File: config.mk
export PLATFORM = sky130hd
export DESIGN_NAME = instr_fetch_ctrl_flat
export DESIGN_NICKNAME = d
export VERILOG_FILES = /design/src/rtl/instr_fetch_ctrl_if.sv /design/src/rtl/instr_fetch_ctrl.sv /design/src/flat_wrapper.sv
export SDC_FILE = /design/constraint.sdc
export NUM_CORES = 1
export LEC_CHECK = 0
export CORE_MARGIN = 2
export CORE_UTILIZATION = 25
export DETAILED_ROUTE_END_ITERATION = 8
export PLACE_DENSITY = 0.56
export SYNTH_ARGS = -nofsm -noshare
export SYNTH_HDL_FRONTEND = slang
export SYNTH_SLANG_ARGS = --single-unit
File: constraint.sdc
create_clock -name Clk -period 4.51 [get_ports Clk]
set_clock_uncertainty 0.1 [all_clocks]
set_input_delay 0.902 -clock Clk [delete_from_list [all_inputs] [get_ports Clk]]
set_output_delay 0.902 -clock Clk [all_outputs]
set_load 0.005 [all_outputs]
File: src/rtl/instr_fetch_ctrl_if.sv
// Fetch-side bus of the MIPS32 front end: instruction-memory port, redirect/halt
// controls from the core, and the valid/ready instruction stream to decode.
interface instr_fetch_ctrl_if;
  logic [31:0] Address;
  logic [31:0] Instruction;
  logic        Redirect;
  logic [31:0] RedirectPC;
  logic        Halt;
  logic        InstrValid;
  logic [31:0] InstrOut;
  logic [31:0] InstrPC;
  logic        InstrReady;
  logic [31:0] FetchCount;

  // The fetch controller is the master: it owns the PC and the instruction stream.
  modport master (
    output Address,
    output InstrValid,
    output InstrOut,
    output InstrPC,
    output FetchCount,
    input  Instruction,
    input  Redirect,
    input  RedirectPC,
    input  Halt,
    input  InstrReady
  );

  modport slave (
    input  Address,
    input  InstrValid,
    input  InstrOut,
    input  InstrPC,
    input  FetchCount,
    output Instruction,
    output Redirect,
    output RedirectPC,
    output Halt,
    output InstrReady
  );
endinterface

File: src/rtl/instr_fetch_ctrl.sv
// Instruction fetch controller: owns the PC, fetches from a combinational
// instruction memory and buffers {PC, instruction} pairs in a 2-entry FIFO.
module instr_fetch_ctrl #(
  parameter logic [31:0] RESET_PC = 32'h0000_0000
) (
  input  logic                Clk,
  input  logic                Reset_n,
  instr_fetch_ctrl_if.master  fbus
);

  typedef struct packed {
    logic [31:0] pc;
    logic [31:0] instr;
  } entry_t;

  logic [31:0] pc_q, pc_d;
  entry_t      head_q, head_d;
  entry_t      tail_q, tail_d;
  logic [1:0]  count_q, count_d;
  logic [31:0] fetch_count_q, fetch_count_d;

  logic        pop;
  logic        push;
  entry_t      new_entry;
  logic [31:0] redirect_target;

  // Handshake decode; pop and push are both resolved from registered state
  // plus the current-cycle control inputs.
  always_comb begin
    pop             = (count_q != 2'd0) && fbus.InstrReady;
    push            = !fbus.Redirect && !fbus.Halt && ((count_q != 2'd2) || pop);
    new_entry       = '{pc: pc_q, instr: fbus.Instruction};
    redirect_target = fbus.RedirectPC & 32'hFFFF_FFFC;
  end

  // NOTE: every always_comb output gets a default first so no path leaves it
  // unassigned; otherwise synthesis infers a latch.
  always_comb begin
    pc_d          = pc_q;
    head_d        = head_q;
    tail_d        = tail_q;
    count_d       = count_q;
    fetch_count_d = fetch_count_q + {31'd0, pop};

    if (fbus.Redirect) begin
      // Flush wins over any push; a pop in the same cycle is still delivered.
      count_d = 2'd0;
      pc_d    = redirect_target;
    end else begin
      if (push) pc_d = pc_q + 32'd4;

      unique case ({push, pop})
        2'b11: begin
          if (count_q == 2'd1) begin
            head_d = new_entry;
          end else begin
            head_d = tail_q;
            tail_d = new_entry;
          end
        end
        2'b10: begin
          if (count_q == 2'd0) head_d = new_entry;
          else                 tail_d = new_entry;
          count_d = count_q + 2'd1;
        end
        2'b01: begin
          head_d  = tail_q;
          count_d = count_q - 2'd1;
        end
        default: ;
      endcase
    end
  end

  // NOTE: sequential state uses non-blocking assignments only, so every
  // register samples the pre-edge value of every other register.
  always_ff @(posedge Clk or negedge Reset_n) begin
    if (!Reset_n) begin
      pc_q          <= RESET_PC;
      count_q       <= 2'd0;
      fetch_count_q <= 32'd0;
      // NOTE: the buffer slots are reset even though the outputs are already
      // gated by count; it is two entries, and it keeps X out of the datapath.
      head_q        <= '0;
      tail_q        <= '0;
    end else begin
      pc_q          <= pc_d;
      count_q       <= count_d;
      fetch_count_q <= fetch_count_d;
      head_q        <= head_d;
      tail_q        <= tail_d;
    end
  end

  assign fbus.Address    = pc_q;
  assign fbus.InstrValid = (count_q != 2'd0);
  assign fbus.InstrOut   = fbus.InstrValid ? head_q.instr : 32'd0;
  assign fbus.InstrPC    = fbus.InstrValid ? head_q.pc    : 32'd0;
  assign fbus.FetchCount = fetch_count_q;

endmodule

File: src/flat_wrapper.sv
// flat-port wrapper written by rule: the top's interface ports become plain ports
module instr_fetch_ctrl_flat 
#(
  parameter logic [31:0] RESET_PC = 32'h0000_0000
)
  (Clk, Reset_n, fbus_Address, fbus_InstrValid, fbus_InstrOut, fbus_InstrPC, fbus_FetchCount, fbus_Instruction, fbus_Redirect, fbus_RedirectPC, fbus_Halt, fbus_InstrReady);
  instr_fetch_ctrl_if fbus_i ();
  input  logic Clk;
  input  logic Reset_n;
  output wire logic [$bits(fbus_i.Address)-1:0] fbus_Address;
  output wire logic [$bits(fbus_i.InstrValid)-1:0] fbus_InstrValid;
  output wire logic [$bits(fbus_i.InstrOut)-1:0] fbus_InstrOut;
  output wire logic [$bits(fbus_i.InstrPC)-1:0] fbus_InstrPC;
  output wire logic [$bits(fbus_i.FetchCount)-1:0] fbus_FetchCount;
  input wire logic [$bits(fbus_i.Instruction)-1:0] fbus_Instruction;
  input wire logic [$bits(fbus_i.Redirect)-1:0] fbus_Redirect;
  input wire logic [$bits(fbus_i.RedirectPC)-1:0] fbus_RedirectPC;
  input wire logic [$bits(fbus_i.Halt)-1:0] fbus_Halt;
  input wire logic [$bits(fbus_i.InstrReady)-1:0] fbus_InstrReady;
  assign fbus_Address = fbus_i.Address;
  assign fbus_InstrValid = fbus_i.InstrValid;
  assign fbus_InstrOut = fbus_i.InstrOut;
  assign fbus_InstrPC = fbus_i.InstrPC;
  assign fbus_FetchCount = fbus_i.FetchCount;
  assign fbus_i.Instruction = fbus_Instruction;
  assign fbus_i.Redirect = fbus_Redirect;
  assign fbus_i.RedirectPC = fbus_RedirectPC;
  assign fbus_i.Halt = fbus_Halt;
  assign fbus_i.InstrReady = fbus_InstrReady;
  instr_fetch_ctrl #(.RESET_PC(RESET_PC)) u_core (.Clk(Clk), .Reset_n(Reset_n), .fbus(fbus_i));
endmodule
==> metrics.yaml, run 1 <==
critical_path:
  worstRegToRegCells: 8
  startpoint_type: "flop"
  required_ps: 3510
  critPathMaxStageDelay_ps: 780
  critPathKind: "reg2out"
  path_cells: "inv_1, ha_4, nor2b_1, clkdlybuf4s50_1"
  cpMaxStageDelayCell: "ha_4"
  r2r_slack_ps: 1100
  path_max_fanout: 67
  end_kind: "primary output"
  crit_arrival_ps: 2440
drt:
  routed_wl_um: 24260
  antenna_left: 0
  drt_pre_antenna_iters: 5
  vias: 6774
  wl_per_cell_um: 16.32
  first_iter_violations: 351
  drc: 0
  via_per_inst: 4.559
die:
  core_area_um2: 35400
  fp.dieArea_um2: 37370
  die_x_um: 193.3
  rows: 69
  io_pins: 198
  initial_utilization_pct: 25.32
  die_h_um: 193.3
clock_tree:
  ctsHoldBuffers: 0
  path_clk_slew_ps: 70
  post-cts-setup-buffers: 0
  post_cts_resized: 0
  numCtsBuffers: 17
  htreeDepth: 4
  cts_tree: "built"
  insertion_delay_ps: 440
  clock-root-buffer: "clkbuf_16"
  cts_buffer_depth: 2
  clock-sinks: 189
final_layout:
  fillers: 3623
  finalNetCount: 1087
  fin_cells: 1486
  diodes: 0
  area_delta_synth_final_pct: 34.18
  drive_above_1_share_pct: 10.24
sta:
  tightest_slew_ps: 1167
  min_period_ps: 3443
  final.period_utilization_pct: 76.35
  slew_violations: 0
  timing_hold_violations_final: 0
  setup_tns_ps: 0
  finalSetupViolCount: 0
  clock.fmax_ghz: 0.2904
  relSlewSlack_pct: 21.91
  worst_slack_ps: 1067
  rsz0062_at_grt: "false"
placed_design:
  gp_congestion: 0.7594
  portBuffers: 193
  pre_cts_ws_ps: 1052
  placed_cells: 1454
  dpl.hpwl_um: 16080
synthesis:
  synth_top_flop_cell: "dfrtp_1"
  async_flop_share_pct: 100.0
  syn_inst: 838
  synth_top_area_cell: "dfrtp_1"
  yosys_register_bits: 189
  synth-edff-count: 0
  yosys-top-cells-area: "dfrtp_1 53%, mux2i_1 7.1%, mux2_2 6.5%, nor2b_1 4.5%, a21oi_1 4.1%"
  syn-cell-area_um2: 8961
  syn_avg_cell_area_um2: 10.69
  seq_area_frac_synth_pct: 52.78
  yosysWarningCount: 0
  synth_cell_type_count: 48
  synth_top_area_share_pct: 52.78
power_and_ir_drop:
  intPower_uw: 4784
  p_leak_uw: 0.004819
  sequentialPowerShare_pct: 38.1
  combinationalPowerShare_pct: 39.3
  switching_share_pct: 32.46
  switchingPower_uw: 2300
  ir_worst_vdd_mv: 0.3250
  power_uw: 7084
  p_clk_share_pct: 22.6
  p_per_area_nw_per_um2: 589.2
global_routing:
  grt_pass1_vias: 6903
  grt.overflow.total: 0
  grt_pass1_wl_um: 39450
  globalRouteTotalUtil_pct: 13.34
  grt_max_degree: 116
  antenna_found_initial: 0
status:
  outcome: "completed"
hold_path:
  whs_path_depth: 1
  holdCritPathClass: "reg2reg"
job:
  drv_cap: 0
state kept, by name (all words and copies together) (netlist names):
signal                  flops
u_core.head_q              63
u_core.tail_q              62
u_core.fbus.FetchCount     32
u_core.fbus.Address        30
u_core.count_q              2
power groups by stage:
stage	logic (uW)	registers [uW]	clock network, uW
2_1_floorplan	1640	2610	0
3_3_place_gp	2820	2700	0
3_5_place_dp	2850	2740	0
4_1_cts	2860	2700	1670
5_1_grt	3080	2790	1730
6_report	2780	2700	1600
critical path, delay by kind of cell (launching register included):
| kind | cells | cell delay (ps) |
|---|---|---|
| buffers and inverters | 2 | 640 |
| adder cells (fa/ha/maj) | 1 | 780 |
| flip-flops | 1 | 390 |
| AND/OR/NAND/NOR | 1 | 160 |
metrics by stage:
stage               hold slack (ps)  utilization, %  cell area, um^2
finish                        380.4           33.97            12020
global route                  393.7           33.97            12020
CTS                           381.8           33.97            12020
detailed placement            370.6           32.23            11410
global placement              366.8           32.23            11410
floorplan                     355.7               -             8965
cells in the final DEF (no fill, tap or decap), types with 4 or more instances in the layout:
cell,count
a21oi_1,72
o211ai_1,11
nand2_1,55
nor2b_1,64
o21ai_0,20
nand3_1,29
buf_4,6
or4_1,4
mux2_2,52
clkdlybuf4s50_1,192
nor3_1,7
ha_1,5
a32oi_1,4
xor2_1,7
buf_12,5
clkbuf_16,17
and4_1,5
inv_1,13
mux2i_1,64
mux2_1,10
xnor2_1,25
o311ai_0,10
nor2_1,86
nand4_1,15
dfrtp_1,189
and3_1,5
worst paths after layout:
check                                        endpoint                  startpoint
hold reg to reg            u_core.fbus.FetchCount[31]  u_core.fbus.FetchCount[31]
setup reg to reg               u_core.fbus.Address[7]           u_core.count_q[0]
setup / recovery                      fbus_InstrPC[1]           u_core.count_q[0]
max in group asynchronous           u_core.head_q[47]                     Reset_n
hold / removal             u_core.fbus.FetchCount[31]  u_core.fbus.FetchCount[31]
min in group asynchronous           u_core.head_q[20]                     Reset_n
kinds of logic after synthesis:
| logic type | count (synthesis) | share of synthesized area, % |
|---|---|---|
| other | 1 | 0.04185 |
| DFF | 189 | 52.78 |
| adders and majority gates | 6 | 0.8377 |
| buffers and inverters | 64 | 3.323 |
| AOI/OAI and AO/OA | 133 | 8.936 |
| and+or+nand+nor | 287 | 16.02 |
| muxes | 126 | 14.94 |
| xor gates and xnor gates | 32 | 3.128 |
synth_stat cells (all sizes together), types with 4 or more instances:
| master | instances |
|---|---|
| nor4 | 4 |
| nor2 | 86 |
| nand2 | 55 |
| nor2b | 64 |
| and4 | 5 |
| ha | 6 |
| and3 | 5 |
| a21oi | 73 |
| o211ai | 11 |
| clkbuf | 22 |
| nand3 | 29 |
| buf | 28 |
| inv | 14 |
| nor3 | 8 |
| mux2 | 62 |
| and2 | 4 |
| nand4 | 15 |
| o311ai | 10 |
| mux2i | 64 |
| or4 | 4 |
| a32oi | 4 |
| xor2 | 7 |
| xnor2 | 25 |
| dfrtp | 189 |
| o21ai | 21 |
cell type report:
| cell class | instances | area (um^2) | area share, % |
|---|---|---|---|
| inverter | 14 | 52.55 | 0.4370 |
| multi-input combinational | 586 | 3969 | 33.01 |
| clock buffer | 19 | 452.9 | 3.767 |
| timing repair buffer | 204 | 2081 | 17.30 |
| sequential | 189 | 4730 | 39.33 |
| tap | 461 | 576.8 | 4.797 |
| clock inverter | 13 | 162.7 | 1.353 |
routing by layer:
layer	track usage [%]	routed length, um	vias to the layer above
met4	4.100	309	0
met2	20.63	11160	155
li1	-	-	3276
met3	3.452	1130	18
met5	0	0	-
met1	18.29	11650	3325
Power figures use the tool's default switching activity.
==> run 2: changes to the inputs <==
==> constraint.sdc (replaced) <==
create_clock -name Clk -period 3.3 [get_ports Clk]
set_clock_uncertainty 0.1 [all_clocks]
set_input_delay 0.66 -clock Clk [delete_from_list [all_inputs] [get_ports Clk]]
set_output_delay 0.66 -clock Clk [all_outputs]
set_load 0.005 [all_outputs]
==> run 2 against run 1 <==
Non-clock buffer count up 7. Critical path depth up 1. Final cell count increased by 0.40%. Sequential power rose by 36%. Combinational power is 38% higher. Via count is 1.1% higher. Sequential cell count did not move. Routed wire length grew 1.2%. Critical endpoint is now fbus_InstrPC[2].
==> metrics.yaml, run 2 (synthesized netlist as in run 1, its figures left out) <==
status:
  outcome: "completed"
die:
  rows: 69  # unchanged
  core_area_um2: 35400  # unchanged
  die_h_um: 193.3  # unchanged
  io_pins: 198  # unchanged
  fp.dieArea_um2: 37370  # unchanged
  initial_utilization_pct: 25.32  # unchanged
  die_x_um: 193.3  # unchanged
drt:
  antenna_left: 0  # unchanged
  first_iter_violations: 280  # -20%
  via_per_inst: 4.589  # +0.67%
  drc: 0  # unchanged
  vias: 6847  # +1.1%
  wl_per_cell_um: 16.45  # +0.76%
  drt_pre_antenna_iters: 6  # +1
  routed_wl_um: 24540  # +1.2%
placed_design:
  placed_cells: 1461  # +0.48%
  gp_congestion: 0.7743  # +2.0%
  portBuffers: 193  # unchanged
  dpl.hpwl_um: 16470  # +2.4%
hold_path:
  holdCritPathClass: "in2async"
critical_path:
  end_kind: "primary output"
  path_max_fanout: 66  # -1.5%
  required_ps: 2540  # -970 ps
  worstRegToRegCells: 10  # +2
  crit_arrival_ps: 2110  # -330 ps
  rr_endpoint: "u_core.fbus.FetchCount[20]"
  critPathKind: "reg2out"
  r2r_slack_ps: 670  # -430 ps
  startpoint_type: "flop"
  r2r-start: "u_core.count_q[1]"
sta:
  relSlewSlack_pct: 19.51  # -2.4 points
  tightest_slew_ps: 1203  # +35.73 ps
  whs_ps: 90.66  # -289.7 ps
  setup_tns_ps: 0  # unchanged
  final.period_utilization_pct: 87.04
  slew_violations: 0  # unchanged
  clock.fmax_ghz: 0.3481
  rsz0062_at_grt: "false"
  timing_hold_violations_final: 0  # unchanged
  finalSetupViolCount: 0  # unchanged
  min_period_ps: 2872
clock_tree:
  ctsHoldBuffers: 0  # unchanged
  post-cts-setup-buffers: 0  # unchanged
  path_clk_slew_ps: 70  # about the same
  cts_buffer_depth: 2  # unchanged
  numCtsBuffers: 17  # unchanged
  htreeDepth: 4  # unchanged
  clock-root-buffer: "clkbuf_16"
  cts_tree: "built"
  clock-sinks: 189  # unchanged
  insertion_delay_ps: 440  # about the same
  post_cts_resized: 0  # unchanged
global_routing:
  grt_pass1_wl_um: 39520  # +0.16%
  antenna_found_initial: 0  # unchanged
  grt_pass1_vias: 6872  # -0.45%
  globalRouteTotalUtil_pct: 13.35  # about the same
  grt.overflow.total: 0  # unchanged
  grt_max_degree: 68  # -41%
final_layout:
  area_delta_synth_final_pct: 35.19
  multiInputGateArea_um2: 3969  # unchanged
  diodes: 0  # unchanged
  fillers: 3588  # -0.97%
  largest_reg_flops: 63  # unchanged
  fin_cells: 1492  # +0.40%
  final_util_pct: 34.22  # +0.25 points
  regMostFlops: "u_core.head_q"
  regArea_um2: 4730  # unchanged
  drive_above_1_share_pct: 10.67  # +0.43 points
  mostFrequentLayoutCells: "192 x clkdlybuf4s50_1, 189 x dfrtp_1, 86 x nor2_1"
  finalNetCount: 1094  # +0.64%
  mostFrequentLayoutCell: "clkdlybuf4s50_1"
job:
  drv_cap: 0  # unchanged
power_and_ir_drop:
  p_leak_uw: 0.004879  # +1.2%
  ir_worst_vdd_mv: 0.3735  # +15%
  p_per_area_nw_per_um2: 809.9  # +37%
run 2: cell count changes in the layout (fill, tap and decap cells not counted), sizes merged:
cell      change
bufinv        +2
clkinv        +1
buf           +7
clkinvlp      -3
clkbuf        -1
run 2: cell type report:
cell class	count	share of cell area (%)
clock buffer	18	3.543
timing repair buffer	211	17.71
multi-input combinational	586	32.76
tap	461	4.761
inverter	14	0.4338
sequential	189	39.04
clock inverter	13	1.746
run 2: through the flow:
stage / power [uW] / setup WS, ps / instance area [um^2]
finish: 9811 / 427.5 / 12110
global route: 10530 / 245.3 / 12110
detailed placement: 7660 / 168.4 / 11470
global placement: 7568 / 228.5 / 11470
CTS: 10020 / 336.9 / 12110
floorplan: 5811 / 958.3 / 8965
run 2: metal layers:
metal	global-route usage, %	routed length [um]	vias to the layer above
met3	3.801	1261	24
met1	18.08	11560	3375
met4	4.128	353	0
li1	-	-	3287
met5	0	0	-
met2	20.63	11360	161
run 2: worst max-delay path by stage:
stage | from | endpoint | slack, ps | cells past startpoint
6_report | u_core.count_q[0] | fbus_InstrPC[2] | 430 | 5
3_3_place_gp | fbus_InstrReady | u_core.fbus.FetchCount[22] | 230 | 9
4_1_cts | u_core.count_q[0] | fbus_InstrPC[2] | 340 | 5
5_1_grt | u_core.count_q[0] | fbus_InstrPC[3] | 250 | 5
2_1_floorplan | u_core.count_q[1] | u_core.fbus.FetchCount[28] | 960 | 10
3_5_place_dp | fbus_Redirect | u_core.fbus.Address[5] | 170 | 6
run 2: critical path, cell delays in order, from the launching register on:
cell,delay (ps)
dfrtp_1,380
inv_1,160
ha_4,170
buf_12,320
nor2b_1,90
clkdlybuf4s50_1,540
run 2: report_power, final:
| group | switching [uW] | leakage, uW | internal [uW] |
|---|---|---|---|
| combinational | 1690 | 0.00227 | 2150 |
| sequential | 506 | 0.00229 | 3180 |
| clock | 941 | 0.000316 | 1350 |
| total | 3140 | 0.00488 | 6670 |
